--- src/rtl/program_loader_pkg.sv ---
// rtl/program_loader_pkg.sv - shared bus width and loader FSM encoding
package program_loader_pkg;

    // Width of the shared main bus.
    localparam int BUS_W = 8;

    // Loader sequencer states; the encoding is also decoded by control_logic.
    typedef enum logic [2:0] {
        ST_IDLE      = 3'd0,
        ST_HOLD      = 3'd1,
        ST_WAIT_BYTE = 3'd2,
        ST_A_SETUP   = 3'd3,
        ST_A_CLK     = 3'd4,
        ST_D_SETUP   = 3'd5,
        ST_D_CLK     = 3'd6,
        ST_RELEASE   = 3'd7
    } state_t;

    // True in the four states that actively drive the bus.
    function automatic logic is_drive_state(input state_t s);
        return (s == ST_A_SETUP) || (s == ST_A_CLK) ||
               (s == ST_D_SETUP) || (s == ST_D_CLK);
    endfunction

endpackage

--- src/rtl/program_loader.sv ---
// rtl/program_loader.sv - freezes the CPU and writes a byte stream into RAM over the main bus
module program_loader
    import program_loader_pkg::*;
#(
    parameter int ADDR_W = 4,
    parameter int SETUP  = 2
) (
    input  logic              clk,
    input  logic              rst_n,
    input  logic              start,
    input  logic              abort,
    input  logic [BUS_W-1:0]  byte_in,
    input  logic              byte_valid,
    input  logic              byte_last,
    output logic              byte_ready,
    output logic              hold_req,
    input  logic              hold_ack,
    output logic [BUS_W-1:0]  bus_out,
    output logic              bus_oe,
    output logic              mi,
    output logic              ri,
    output logic              load_clk,
    output logic              busy,
    output logic              done,
    output logic [ADDR_W:0]   count
);

    // Setup counter only needs to reach SETUP-1.
    localparam int SC_W = (SETUP > 1) ? $clog2(SETUP) : 1;
    localparam logic [SC_W-1:0] SC_LAST = SC_W'(SETUP - 1);
    localparam logic [ADDR_W-1:0] ADDR_MAX = {ADDR_W{1'b1}};

    state_t            state_q, state_d;
    logic [SC_W-1:0]   setup_cnt_q, setup_cnt_d;
    logic [ADDR_W-1:0] addr_q, addr_d;
    logic [ADDR_W:0]   count_q, count_d;
    logic [BUS_W-1:0]  byte_q, byte_d;
    logic              last_q, last_d;
    logic              abort_q, abort_d;

    // Abort seen now or earlier in this load; it takes effect at the next byte boundary.
    logic abort_any;
    assign abort_any = abort | abort_q;

    // State and datapath registers; async reset returns everything to IDLE at address 0.
    always_ff @(posedge clk or negedge rst_n) begin
        if (!rst_n) begin
            state_q     <= ST_IDLE;
            setup_cnt_q <= '0;
            addr_q      <= '0;
            count_q     <= '0;
            byte_q      <= '0;
            last_q      <= 1'b0;
            abort_q     <= 1'b0;
        end else begin
            state_q     <= state_d;
            setup_cnt_q <= setup_cnt_d;
            addr_q      <= addr_d;
            count_q     <= count_d;
            byte_q      <= byte_d;
            last_q      <= last_d;
            abort_q     <= abort_d;
        end
    end

    // Next-state logic: handshake, setup timing, address/count advance and termination.
    always_comb begin
        state_d     = state_q;
        setup_cnt_d = setup_cnt_q;
        addr_d      = addr_q;
        count_d     = count_q;
        byte_d      = byte_q;
        last_d      = last_q;
        abort_d     = abort_q;

        // Remember an abort raised mid-byte so the write in flight still finishes.
        if (abort && (state_q != ST_IDLE) && (state_q != ST_RELEASE)) begin
            abort_d = 1'b1;
        end

        case (state_q)
            ST_IDLE: begin
                abort_d = 1'b0;
                if (start) begin
                    state_d = ST_HOLD;
                    addr_d  = '0;
                    count_d = '0;
                end
            end
            ST_HOLD: begin
                if (hold_ack) begin
                    state_d = ST_WAIT_BYTE;
                end
            end
            ST_WAIT_BYTE: begin
                if (byte_valid) begin
                    byte_d      = byte_in;
                    last_d      = byte_last;
                    setup_cnt_d = '0;
                    state_d     = ST_A_SETUP;
                end else if (abort_any) begin
                    state_d = ST_RELEASE;
                end
            end
            ST_A_SETUP: begin
                if (setup_cnt_q == SC_LAST) begin
                    setup_cnt_d = '0;
                    state_d     = ST_A_CLK;
                end else begin
                    setup_cnt_d = setup_cnt_q + 1'b1;
                end
            end
            ST_A_CLK: begin
                setup_cnt_d = '0;
                state_d     = ST_D_SETUP;
            end
            ST_D_SETUP: begin
                if (setup_cnt_q == SC_LAST) begin
                    setup_cnt_d = '0;
                    state_d     = ST_D_CLK;
                end else begin
                    setup_cnt_d = setup_cnt_q + 1'b1;
                end
            end
            ST_D_CLK: begin
                addr_d  = addr_q + 1'b1;
                count_d = count_q + 1'b1;
                if (last_q || abort_any || (addr_q == ADDR_MAX)) begin
                    state_d = ST_RELEASE;
                end else begin
                    state_d = ST_WAIT_BYTE;
                end
            end
            ST_RELEASE: begin
                abort_d = 1'b0;
                state_d = ST_IDLE;
            end
            default: begin
                state_d = ST_IDLE;
            end
        endcase
    end

    // Outputs decode straight from state so an async reset drops them immediately.
    always_comb begin
        byte_ready = 1'b0;
        hold_req   = 1'b0;
        bus_out    = '0;
        bus_oe     = 1'b0;
        mi         = 1'b0;
        ri         = 1'b0;
        load_clk   = 1'b0;
        busy       = (state_q != ST_IDLE);
        done       = 1'b0;
        count      = count_q;

        hold_req = (state_q != ST_IDLE) && (state_q != ST_RELEASE);
        bus_oe   = is_drive_state(state_q);

        case (state_q)
            ST_WAIT_BYTE: begin
                byte_ready = 1'b1;
            end
            ST_A_SETUP, ST_A_CLK: begin
                bus_out  = BUS_W'(addr_q);
                mi       = 1'b1;
                load_clk = (state_q == ST_A_CLK);
            end
            ST_D_SETUP, ST_D_CLK: begin
                bus_out  = byte_q;
                ri       = 1'b1;
                load_clk = (state_q == ST_D_CLK);
            end
            ST_RELEASE: begin
                done = 1'b1;
            end
            default: begin
                byte_ready = 1'b0;
            end
        endcase
    end

endmodule

--- config.mk ---
export PLATFORM = sky130hd
export DESIGN_NAME = program_loader
export DESIGN_NICKNAME = d
export VERILOG_FILES = /design/src/rtl/program_loader_pkg.sv /design/src/rtl/program_loader.sv
export SDC_FILE = /design/constraint.sdc
export NUM_CORES = 1
export LEC_CHECK = 0
export ABC_AREA = 1
export CAP_MARGIN = 20
export CORE_ASPECT_RATIO = 0.7
export CORE_MARGIN = 2
export CORE_UTILIZATION = 47
export DETAILED_ROUTE_END_ITERATION = 8
export HOLD_SLACK_MARGIN = 0.1
export MAX_ROUTING_LAYER = met4
export PLACE_DENSITY_LB_ADDON = 0.15
export SKIP_CTS_REPAIR_TIMING = 1
export SYNTH_ARGS = -nofsm -noshare
export SYNTH_HDL_FRONTEND = slang
export SYNTH_SLANG_ARGS = --single-unit
--- constraint.sdc ---
create_clock -name clk -period 1.7 [get_ports clk]
set_input_delay 0.17 -clock clk [delete_from_list [all_inputs] [get_ports clk]]
set_output_delay 0.17 -clock clk [all_outputs]
set_load 0.01 [all_outputs]
# Word level (Yosys, flattened, before mapping)
# Cells that the tools add are included.
[op_classes]
n_mux = 23
addsub = 3
bitwise = 1
n_eq_ne = 15
n_reduce_logical = 21
[ops]
columns = ["op", "n"]
rows = [
  ["3-bit one-hot mux with 8 select lines", 1],
  ["3-bit two-way mux", 7],
  ["8-bit one-hot mux with 2 select lines", 1],
  ["3-bit equality test, second input constant", 4],
  ["2-bit inequality test, second input constant", 5],
  ["5-bit one-hot mux with 2 select lines", 1],
  ["1-bit two-way mux", 8],
  ["4-bit one-hot mux with 2 select lines", 1],
  ["2-bit OR reduction", 4],
  ["3-bit by 2-bit equality test with 1-bit output, second input constant", 2],
  ["3-bit inequality test, second input constant", 2],
  ["2-bit AND reduction", 3],
  ["3-bit nonzero test", 2],
  ["5-bit by 1-bit adder with 5-bit output, second input constant", 1],
  ["1-bit logical OR", 5],
  ["5-bit two-way mux", 1],
  ["5-bit AND reduction", 1],
  ["4-bit by 1-bit adder with 4-bit output, second input constant", 1],
  ["4-bit equality test, second input constant", 1],
  ["4-bit two-way mux", 1],
  ["2-bit nonzero test", 2],
  ["3-bit by 1-bit equality test with 1-bit output, second input constant", 1],
  ["1-bit logical AND", 3],
  ["3-bit logical NOT", 1],
  ["other kinds (4)", 4],
]
[totals]
inputBits = 15
elab_cells = 70
regBits = 23
output_inout_bits = 21

# Depth between registers and ports, before layout
[logic_depth]
ltp_word = 5
mapped_depth = 8
ltp_nobuf = 8

# Worst setup path after synthesis
# OpenSTA, ideal clock, no wires.
[synth_path]
path_type = "reg2out"
from = "register state_q[0]"
to = "output port bus_out[1]"
stages_incl_launch_ff = 9
arrival_time_ns = 1.127
path_buffers = 1
slack_ns = 0.403
t_required_ns = 1.530
cell_sequence = "dfrtp_1 buf_6 nand2_1 inv_1 nor2_2 nand2_2 inv_2 nand2_1 o21ai_0"
[synth_between]
elab_chain_cells = 3
elab_cells_between_ends = 7
cone_classes = "eq/ne (4); mux (1); reduce/logical (2)"
[synth_lines]
columns = ["element", "line", "source"]
rows = [
  ["start, declared", "program_loader.sv:33", "state_t state_q, state_d;"],
  ["start signal, assigned", "program_loader.sv:56", "state_q <= state_d;"],
  ["3-bit equality test or 3-bit by 2-bit equality test with 1-bit output (tied branches)", "program_loader.sv:160", "case (state_q)"],
  ["2-bit OR reduction", "program_loader.sv:160", ""],
  ["8-bit one-hot mux with 2 select lines (*)", "program_loader.sv:160", ""],
  ["end, declared", "program_loader.sv:18", "output logic [BUS_W-1:0] bus_out,"],
]
# Every way passes the cells marked *; elsewhere a longest branch is shown, timed or not.

# Worst setup path in the final report
[layout_path]
from = "register state_q[0]"
to = "output port bus_out[2]"
# Same word-level chain as after synthesis.

==> impl_metrics.ini <==
[run_status]
status = finished clean

[clock_tree]
cts-root-buf = clkbuf_8
cts_tree = built
cts_buffers = 3
htree_levels = 1
clockBufferDepth = 2
clkTransAtPathRegs_ps = 90
tritoncts_num_sinks = 23
clk_latency_ps = 260

[finish]
layout-drive-gt1-share = 0.205
fin_cells = 253
nNetsFinal = 237
design_area_um2 = 1870
area_growth_pct = 44.0
n_antenna_cell = 0

[power]
seqPwrFrac = 0.287
p_leak_nw = 1.12
p_clk_frac = 0.114
p_int_w = 0.00173
max-vdd-ir-drop_mv = 0.910
p_sw_w = 0.00133
sw_frac_of_total = 0.435
p_per_area_nw_per_um2 = 1640
combPwrFrac = 0.599

[timing]
tightestPinTransition_ps = 298
whs_ps = 245
finalClockSkew_ps = 2.12
fmax_mhz = 610
final.min_clock_period_ps = 1640
rsz0062_at_grt = true
finalSetupViolations = 0
relSlewSlack = 0.801
finalMaxSlewViolations = 0
finalCritPeriodShare = 0.964
hold_viol = 0
layout_setup_ws_ps = 61.6

[routing]
vias = 1245
routedWlPerCell_um = 12.8
viasPerCell = 4.92
first_pass_iters = 4
drc_errors = 0
drt_iter0_drc = 63
drtAntennaViolNets = 0
routed_wl_um = 3240

[logic_synthesis]
yosysTopAreaCellShare = 0.444
syn_avg_cell_area_um2 = 7.72
netlist_top_cells_area = dfrtp_1 44%, nand2_1 12%, nor2_1 6.4%
yosysMostFrequentCell = nand2_1
yosys_register_bits = 23
synth_cells = 168
synth_nets = 185
synth-edff-count = 0
synthFlopType = dfrtp_1
synth_warnings = 0
synthArstFlopShare = 1.00
seq_area_frac_synth = 0.444
synth_area_um2 = 1300
yosysUniqueCellTypes = 24
synth.largest_area_cell = dfrtp_1
synthTopCellsByCount = 41 x nand2_1, 23 x dfrtp_1, 22 x nor2_1

[critical_path]
reg2regPathDepth = 10
arrival_ps = 1470
r2r_start = state_q[1]
critPathSlowestCell = dfrtp_1
r2r_slack_ps = 290
crit_type = register to output pin
path_cells = nor2_1 -> buf_4 -> nor2_4 -> nand2_2 -> inv_2 -> nand2_1 -> o21ai_0 -> clkbuf_2
r2r-end = state_q[0]
slowest_delay_ps = 410
crit_required_ps = 1530
cp-end-kind = output pin
cp_max_fo = 5
startpoint_type = register

[floorplanning]
ios = 36
core_um2 = 2530
num_rows = 15
start_util = 0.512
die-area_um2 = 3200
die_width_um = 66.8
die_h_um = 47.9

[placement]
place_inst = 248
gp_congestion = 0.842
placed_area_um2 = 1760
hpwl_um = 2520
dp_slack_ps = -111
port_buffers = 35

[global_routing]
grt_pass1_wl_um = 5150
grt_max_degree = 24
grt_util_all_layers = 0.230
antenna_found_initial = 0
grt_pass1_vias = 1128
grt-ovfl-total = 0

[flow_run]
cap_violations = 0

[hold_path]
hp-class = primary input to asynchronous set/reset pin
==> registers in the layout (all words and copies together) (netlist names) <==
name         count
byte_q           8
count            5
state_q          3
setup_cnt_q      1
addr_q           4
last_q           1
abort_q          1
==> power groups by stage <==
| stage | logic [W] | clock network [W] | registers [W] |
|---|---|---|---|
| after CTS | 0.00179 | 0.000349 | 0.000878 |
| after detailed placement | 0.00178 | 0 | 0.000888 |
| final | 0.00183 | 0.000348 | 0.000877 |
| after global routing | 0.00201 | 0.000373 | 0.000897 |
| after floorplan | 0.00102 | 0 | 0.000867 |
| after global placement | 0.00175 | 0 | 0.000875 |
==> routing by layer <==
metal	vias up	GRT usage	part of all wire
met5	-	-	0
met1	563	0.300	0.48
met3	10	0.0447	0.049
met2	39	0.366	0.46
li1	633	-	-
met4	0	0.0776	0.019
==> cell usage in the layout (no fill, tap or decap), drive strengths merged, types with 3 or more instances in the layout <==
master / n
buf: 16
nor2: 24
nor3: 3
dfrtp: 23
clkbuf: 4
nand3: 16
inv: 24
nand2: 45
a21oi: 9
dlymetal6s2s: 14
clkdlybuf4s50: 19
o21ai: 15
==> worst max-delay path: cells and delay by family (launching register included) <==
family / cells / cell delay (ps)
and+or+nand+nor: 4 / 270
buffers and inverters: 3 / 420
DFF: 1 / 410
AOI/OAI and AO/OA: 1 / 90
==> worst max-delay path by stage <==
| stage | start | endpoint | slack [ps] | cells after the start |
|---|---|---|---|---|
| floorplan | state_q[0] | bus_out[1] | 400 | 8 |
| global placement | state_q[0] | bus_out[2] | -20 | 8 |
| detailed placement | state_q[0] | bus_out[0] | -110 | 7 |
| CTS | state_q[1] | bus_out[0] | -410 | 7 |
| global route | state_q[1] | bus_out[4] | -20 | 7 |
| finish | state_q[0] | bus_out[2] | 60 | 8 |
==> logic make-up after synthesis <==
| kind of cell | share of synthesized area |
|---|---|
| adders and majority gates | 0.0193 |
| and+or+nand+nor | 0.318 |
| buffers and inverters | 0.104 |
| DFF | 0.444 |
| AOI/OAI and AO/OA | 0.115 |
==> per-stage QoR <==
stage / power (W) / util / TNS (ps)
final: 0.00305 / 0.737 / 0
after global routing: 0.00328 / 0.737 / -75.7
after CTS: 0.00302 / 0.713 / -4170
after detailed placement: 0.00267 / 0.695 / -183
after global placement: 0.00262 / 0.695 / -40.3
after floorplan: 0.00188 / - / 0
==> layout make-up <==
class | instances | area [µm²]
sequential | 23 | 576
tap | 34 | 42.5
fill | 190 | 667
clock inverter | 1 | 5.00
timing repair buffer | 50 | 488
inverter | 25 | 101
multi-input combinational | 117 | 613
clock buffer | 3 | 41.3
No activity file was read; power rests on OpenSTA's default activity.
